===== config.mk =====
export PLATFORM = sky130hd
export DESIGN_NAME = reg_load_arbiter
export DESIGN_NICKNAME = d
export VERILOG_FILES = /design/src/rtl/reg_load_arbiter_pkg.sv /design/src/rtl/reg_load_arbiter_rr_pick.sv /design/src/rtl/reg_load_arbiter.sv
export SDC_FILE = /design/constraint.sdc
export NUM_CORES = 1
export LEC_CHECK = 0
export CAP_MARGIN = 20
export CORE_MARGIN = 2
export CORE_UTILIZATION = 40
export DETAILED_ROUTE_END_ITERATION = 10
export GPL_ROUTABILITY_DRIVEN = 0
export GPL_TIMING_DRIVEN = 0
export PLACE_DENSITY = 0.8
export SETUP_SLACK_MARGIN = 0.05
export SYNTH_ARGS = -nofsm -noshare
export SYNTH_HDL_FRONTEND = slang
export SYNTH_SLANG_ARGS = --single-unit
export TNS_END_PERCENT = 20

===== constraint.sdc =====
create_clock -name ck -period 2.8 [get_ports ck]
set_clock_uncertainty 0.05 [all_clocks]
set_input_delay 0.56 -clock ck [delete_from_list [all_inputs] [get_ports ck]]
set_output_delay 0.56 -clock ck [all_outputs]
set_load 0.05 [all_outputs]

===== src/rtl/reg_load_arbiter_pkg.sv =====
// Shared definitions for reg_load_arbiter: FSM state encoding and counter width.
// Encoding 2'd3 is unused and is steered back to S_IDLE by the FSM.
package reg_load_arbiter_pkg;

    typedef enum logic [1:0] {
        S_IDLE = 2'd0,
        S_LOAD = 2'd1,
        S_ACK  = 2'd2
    } state_t;

    localparam int unsigned WRCNT_W = 16;

endpackage


===== src/rtl/reg_load_arbiter_rr_pick.sv =====
// Combinational round-robin picker: first set req bit searching ptr+1, ptr+2, ... mod NREQ.
// Produces a one-hot winner plus a valid flag.
module rr_pick #(
    parameter int unsigned NREQ = 4,
    parameter int unsigned PW   = 2
) (
    input  logic [NREQ-1:0] req,
    input  logic [PW-1:0]   ptr,
    output logic [NREQ-1:0] winner,
    output logic            valid
);

    always_comb begin
        int unsigned idx;
        idx    = 0;
        winner = '0;
        valid  = 1'b0;
        for (int unsigned k = 1; k <= NREQ; k++) begin
            idx = ({{(32-PW){1'b0}}, ptr} + k) % NREQ;
            if (!valid && req[idx[PW-1:0]]) begin
                winner[idx[PW-1:0]] = 1'b1;
                valid               = 1'b1;
            end
        end
    end

endmodule


===== src/rtl/reg_load_arbiter.sv =====
// Round-robin arbiter sharing one W-bit register among NREQ requesters (IDLE -> LOAD -> ACK).
// Optional 16-bit committed-load counter on port wrcnt when REG_ARB_WRCNT_EN is defined.
module reg_load_arbiter
    import reg_load_arbiter_pkg::*;
#(
    parameter int unsigned W    = 8,
    parameter int unsigned NREQ = 4
) (
    input  logic                ck,
    input  logic                rst,
    input  logic [NREQ-1:0]     req,
    input  logic [NREQ*W-1:0]   din,
    output logic [NREQ-1:0]     gnt,
    output logic                ld,
    output logic [NREQ-1:0]     ack,
    output logic [W-1:0]        q,
    output logic                busy
`ifdef REG_ARB_WRCNT_EN
    ,
    output logic [WRCNT_W-1:0]  wrcnt
`endif
);

    localparam int unsigned PW = $clog2(NREQ);

    state_t          state, state_nxt;
    logic [PW-1:0]   ptr;
    logic [NREQ-1:0] pick;
    logic            pick_valid;
    logic [PW-1:0]   g_idx;
    logic [W-1:0]    d_sel;

    rr_pick #(
        .NREQ (NREQ),
        .PW   (PW)
    ) u_pick (
        .req    (req),
        .ptr    (ptr),
        .winner (pick),
        .valid  (pick_valid)
    );

    // gnt is one-hot, so an OR-mux over requesters selects the granted data.
    always_comb begin
        g_idx = '0;
        d_sel = '0;
        for (int unsigned i = 0; i < NREQ; i++) begin
            if (gnt[i]) begin
                g_idx = PW'(i);
                d_sel = d_sel | din[i*W +: W];
            end
        end
    end

    always_ff @(posedge ck) begin
        if (rst) state <= S_IDLE;
        else     state <= state_nxt;
    end

    always_comb begin
        state_nxt = S_IDLE;
        case (state)
            S_IDLE:  state_nxt = pick_valid ? S_LOAD : S_IDLE;
            S_LOAD:  state_nxt = S_ACK;
            S_ACK:   state_nxt = S_IDLE;
            default: state_nxt = S_IDLE;
        endcase
    end

    always_ff @(posedge ck) begin
        if (rst) begin
            gnt <= '0;
            q   <= '0;
            ptr <= PW'(NREQ - 1);
        end else begin
            case (state)
                S_IDLE:  if (pick_valid) gnt <= pick;
                S_LOAD:  q <= d_sel;
                S_ACK: begin
                    ptr <= g_idx;
                    gnt <= '0;
                end
                default: gnt <= '0;
            endcase
        end
    end

    assign ld   = (state == S_LOAD);
    assign busy = (state != S_IDLE);
    assign ack  = (state == S_ACK) ? gnt : '0;

`ifdef REG_ARB_WRCNT_EN
    always_ff @(posedge ck) begin
        if (rst)                 wrcnt <= '0;
        else if (state == S_ACK) wrcnt <= wrcnt + WRCNT_W'(1);
    end
`endif

endmodule

Yosys cells after proc, flatten, opt, wreduce, memory -nomap -nowiden
Index checks and enable logic that the tools add are counted. W data, S select, Z words.

Bits in registers: 16. Output and inout bits: 18. Word-level logic and storage cells: 75.

$add $sub $neg: 4. Magnitude comparators: 8. Eq/ne operators: 3. Mux-type cells: 36. Bitwise logic cells: 7. Reduce and logical (&&, ||, !) cells: 13.

Operators with widths (number): $mux W8 (4); $mux W4 (6); $or A8 B8 Y8 (3); $mux W1 (14); $lt A2 B3 Y1 const B (4); $or A4 B4 Y4 (3); $bmux W1 S2 (4); $demux W1 S2 (4); $ge A2 B1 Y1 const B (4); $pmux W4 S2 (1); $logic_and A1 B1 Y1 (7); $add A2 B1 Y2 const B (2); $add A2 B2 Y2 const B (2); $mux W2 (2); $pmux W2 S2 (1); $logic_not A1 Y1 (3); $eq A2 B1 Y1 const B (1); $eq A2 B2 Y1 const B (1); $logic_not A2 Y1 (1); $ne A2 B2 Y1 const B (1); $reduce_and A2 Y1 (1); $reduce_bool A2 Y1 (1); $not A1 Y1 (1).

Longest topological paths before layout
Word-level depth: 15. Gate-level depth with buffers: 8.

Modules after synthesis
A second synthesis with hierarchy kept.

Cell total of the unflattened synthesis: 130. Area total of the unflattened synthesis: 1238.7 um^2.

Modules (own cells, without submodules): reg_load_arbiter (times used 1, cells an instance 82, area an instance 823.3 um^2); rr_pick (times used 1, cells an instance 48, area an instance 415.4 um^2).

Worst setup path after synthesis
OpenSTA, ideal clock, no wires.

Kind: register to output. Start point: register gnt[2]. End point: output ack[2]. Arrival: 1.410 ns. Setup slack: 0.780 ns. Cell stages (with the launch flop): 3. Buffers on the path: 0. Cells stage by stage: dfxtp_1 > inv_1 > nor2_1.

Cells in the longest elaborated chain, start to end: 1.

RTL lines: from (decl) (line reg_load_arbiter.sv:13) `output logic [NREQ-1:0] gnt,`; from (signal assigned) (line reg_load_arbiter.sv:77) `S_IDLE: if (pick_valid) gnt <= pick;`; $mux W4 (line reg_load_arbiter.sv:90) `assign ack = (state == S_ACK) ? gnt : '0;`; to (decl) (line reg_load_arbiter.sv:15) `output logic [NREQ-1:0] ack,`.

No other way between the ends.

Final worst setup path
Start point: register gnt[1]. End point: output ack[1].

The elaborated chain is that of the path after synthesis.

==> results.md <==
* TNS Setup at 0 ps
* Antenna violations before repair at 0
* Filler cells at 243
* Synth async-reset ratio at 0%
* Clk slew on worst S/H paths at 90 ps
* DIE AREA at 3280 um^2
* Largest net degree at the start of global routing at 12
* Post-synthesis cell area at 1140 um^2
* Final min period at 2670 ps
* NumNets Final at 238
* Worst slew margin at between 60% and 70%
* Total CTS buffers at 3
* Gr ovfl total at 0
* CTS Buffer Depth at 2
* Die width at 57.3 um
* Syn_nets at 178
* DRT Wirelength at 3.46 mm
* Worst ir drop on vdd at 0.000306 V
* DRT Pass-1 Iters at 4
* Post-CTS Hold Fix Bufs at 0
* Crit. End Element: output pin
* Area growth, synth to finish at 54.6%
* Slew Limit Fails at 0
* Pleak at 0.655 nW
* Worst Path Max Fanout at 10
* DR iter-0 viols at 53
* I/O pin count at 56
* Hold Vio Cnt, Final at 0
* Sequential cell area fraction in the yosys report at 28.2%
* Hold WS at 457 ps
* Layout cells sized above 1 at 8.38%
* Slowest library cell on the worst path: clkdlybuf4s50_1
* ANT nets after route at 0
* CTS tree: yes
* Initial Utilization at 41.6%
* Worst setup SP type: flip-flop
* Synth unique cells at 30
* Crit path arrival time at 2060 ps
* Post-DP HPWL at between 2 and 3 mm
* Clock root buffer: clkbuf_4
* Fmax at 0.375 GHz
* Yosys warns at 0
* Crit path kind: reg2out
* FF/Latch Area at 320 um^2
* Largest stage delay, worst path at 800 ps
* CTS Sinks at 16
* CP cell instances: clkbuf_1, and2_1, clkdlybuf4s50_1
* Crit share post-route at between 90% and 100%
* DR WL/cell at 15.6 um
* Required @ worst endpoint at ~2200 ps
* Number of global-route vias before repair at 1188
* Most frequent cells in the layout: clkdlybuf4s50_1 (54), nor2_1 (17), a22oi_1 (16), dfxtp_1 (16), a311oi_1 (12)
* FP Rows at 19
* Syn Inst Count at 132
* Drt drc at 0
* Vias/cell at 5.70
* Clock Latency Late Sink at approximately 280 ps
* Core area at 2730 um^2
* Top FF cell, synth: dfxtp_1
* PwrDens at roughly 450 nW/um^2
* # setup viols final at 0
* Total GRT Usage at 20.9%
* DR vias at between 1000 and 1500
* R2r setup slk at 560 ps
* First-pass GRT wire length at 5.53 mm
* Syn_area_per_cell at 8.61 um^2
* MaxCap Viol Count at 0
* Multi-input gate area at 757 um^2
* Tightest Hold Check Type: reg2reg
* Post-synth EDFFs at 0
* Commonest non-fill, non-tap cell in the layout: clkdlybuf4s50_1
* Core Util, Final at 64.3%
* RSZ-0062 raised after global routing: no
* Buffers on Ports at 55
* H-tree depth at 1
* Worst-margin pin slew at 522 ps
* Die span in y at 57.3 um
* Antenna fix cells at 0
* Number of synthesized register bits at 16
* Status: complete, no violations
[cell usage after synthesis (2+ instances only)]
cell type / count / area share (%)
mux2_4: 2 / 2.6
clkbuf_1: 4 / 1.3
mux2i_1: 2 / 1.8
dfxtp_1: 16 / 28
nor3b_1: 2 / 1.3
nand3_1: 4 / 1.8
a21oi_1: 6 / 2.6
ha_1: 8 / 8.8
inv_1: 3 / 0.99
o211ai_1: 4 / 2.6
o21ai_0: 2 / 0.88
a22oi_1: 16 / 11
buf_2: 2 / 0.88
nand2_1: 3 / 0.99
a221o_1: 4 / 3.5
nor3_1: 4 / 1.8
a311oi_1: 12 / 9.3
and2_1: 4 / 2.2
nor2b_1: 7 / 3.9
nor2_1: 17 / 5.6
[final cells by class]
type	count	area share, %
inverter	4	0.855
multi-input combinational	104	43.1
clock buffer	4	2.07
buffer	8	2.49
sequential	16	18.2
timing repair buffer	55	31.1
tap	31	2.21
[worst max-delay path, delay by kind of cell, from the launching register on]
kind | cells | cell delay, ps
buffers and inverters | 2 | 1220
and+or+nand+nor | 1 | 200
DFF | 1 | 350
[logic make-up (layout without fill, tap and decap cells)]
kind of cell / Yosys count / after routing / share of synthesized area (%)
adder cells (fa/ha/maj): 8 / 8 / 8.81
multiplexers: 6 / 6 / 7.60
AND/OR/NAND/NOR: 44 / 44 / 19.2
buffers and inverters: 12 / 71 / 5.18
AO/OA/AOI/OAI: 46 / 46 / 31.1
flip-flops: 16 / 16 / 28.2
[per-stage QoR]
step | instance area [um^2] | setup slack, ps | std cells | total power [W]
6_report | 1760 | 134 | 222 | 0.000784
5_1_grt | 1760 | 81.5 | 222 | 0.000826
4_1_cts | 1760 | 52.9 | 222 | 0.000789
3_5_place_dp | 1730 | 70.1 | 218 | 0.000640
3_3_place_gp | 1730 | 78.9 | 218 | 0.000630
2_1_floorplan | 1140 | 780 | 132 | 0.000499
[routing by layer]
metal,GRT usage [%],wire (um),up-vias
li1,-,-,626
met1,26.4,1550,586
met2,37.6,1640,51
met3,3.63,259,2
met4,3.99,8,0
met5,0,0,-
[final timing paths]
| kind | start | endpoint | cells past startpoint |
|---|---|---|---|
| worst max-delay path | gnt[1] | ack[1] | 3 |
| worst min-delay path | q[0] | q[0] | 2 |
| worst max register to register | ptr[0] | gnt[0] | 7 |
| worst min register to register | q[0] | q[0] | 2 |
[what timing repair did]
action                     in CTS  in global routing
gates resized for setup         1                  2
setup endpoints to repair       1                  1
setup buffers                   0                  0
[registers in the layout, summed over array words and instances (netlist names)]
signal and flops:
q 8, ptr 2, gnt 4, state 2
[power breakdown]
part	leakage [nW]	switching (W)	total, W	internal [W]
logic	0.503	0.000206	0.000362	0.000157
clock network	0.0210	0.0000712	0.000150	0.0000792
registers	0.132	0.0000190	0.000271	0.000252
total	0.655	0.000296	0.000784	0.000488
(Power assumes the default switching activity.)
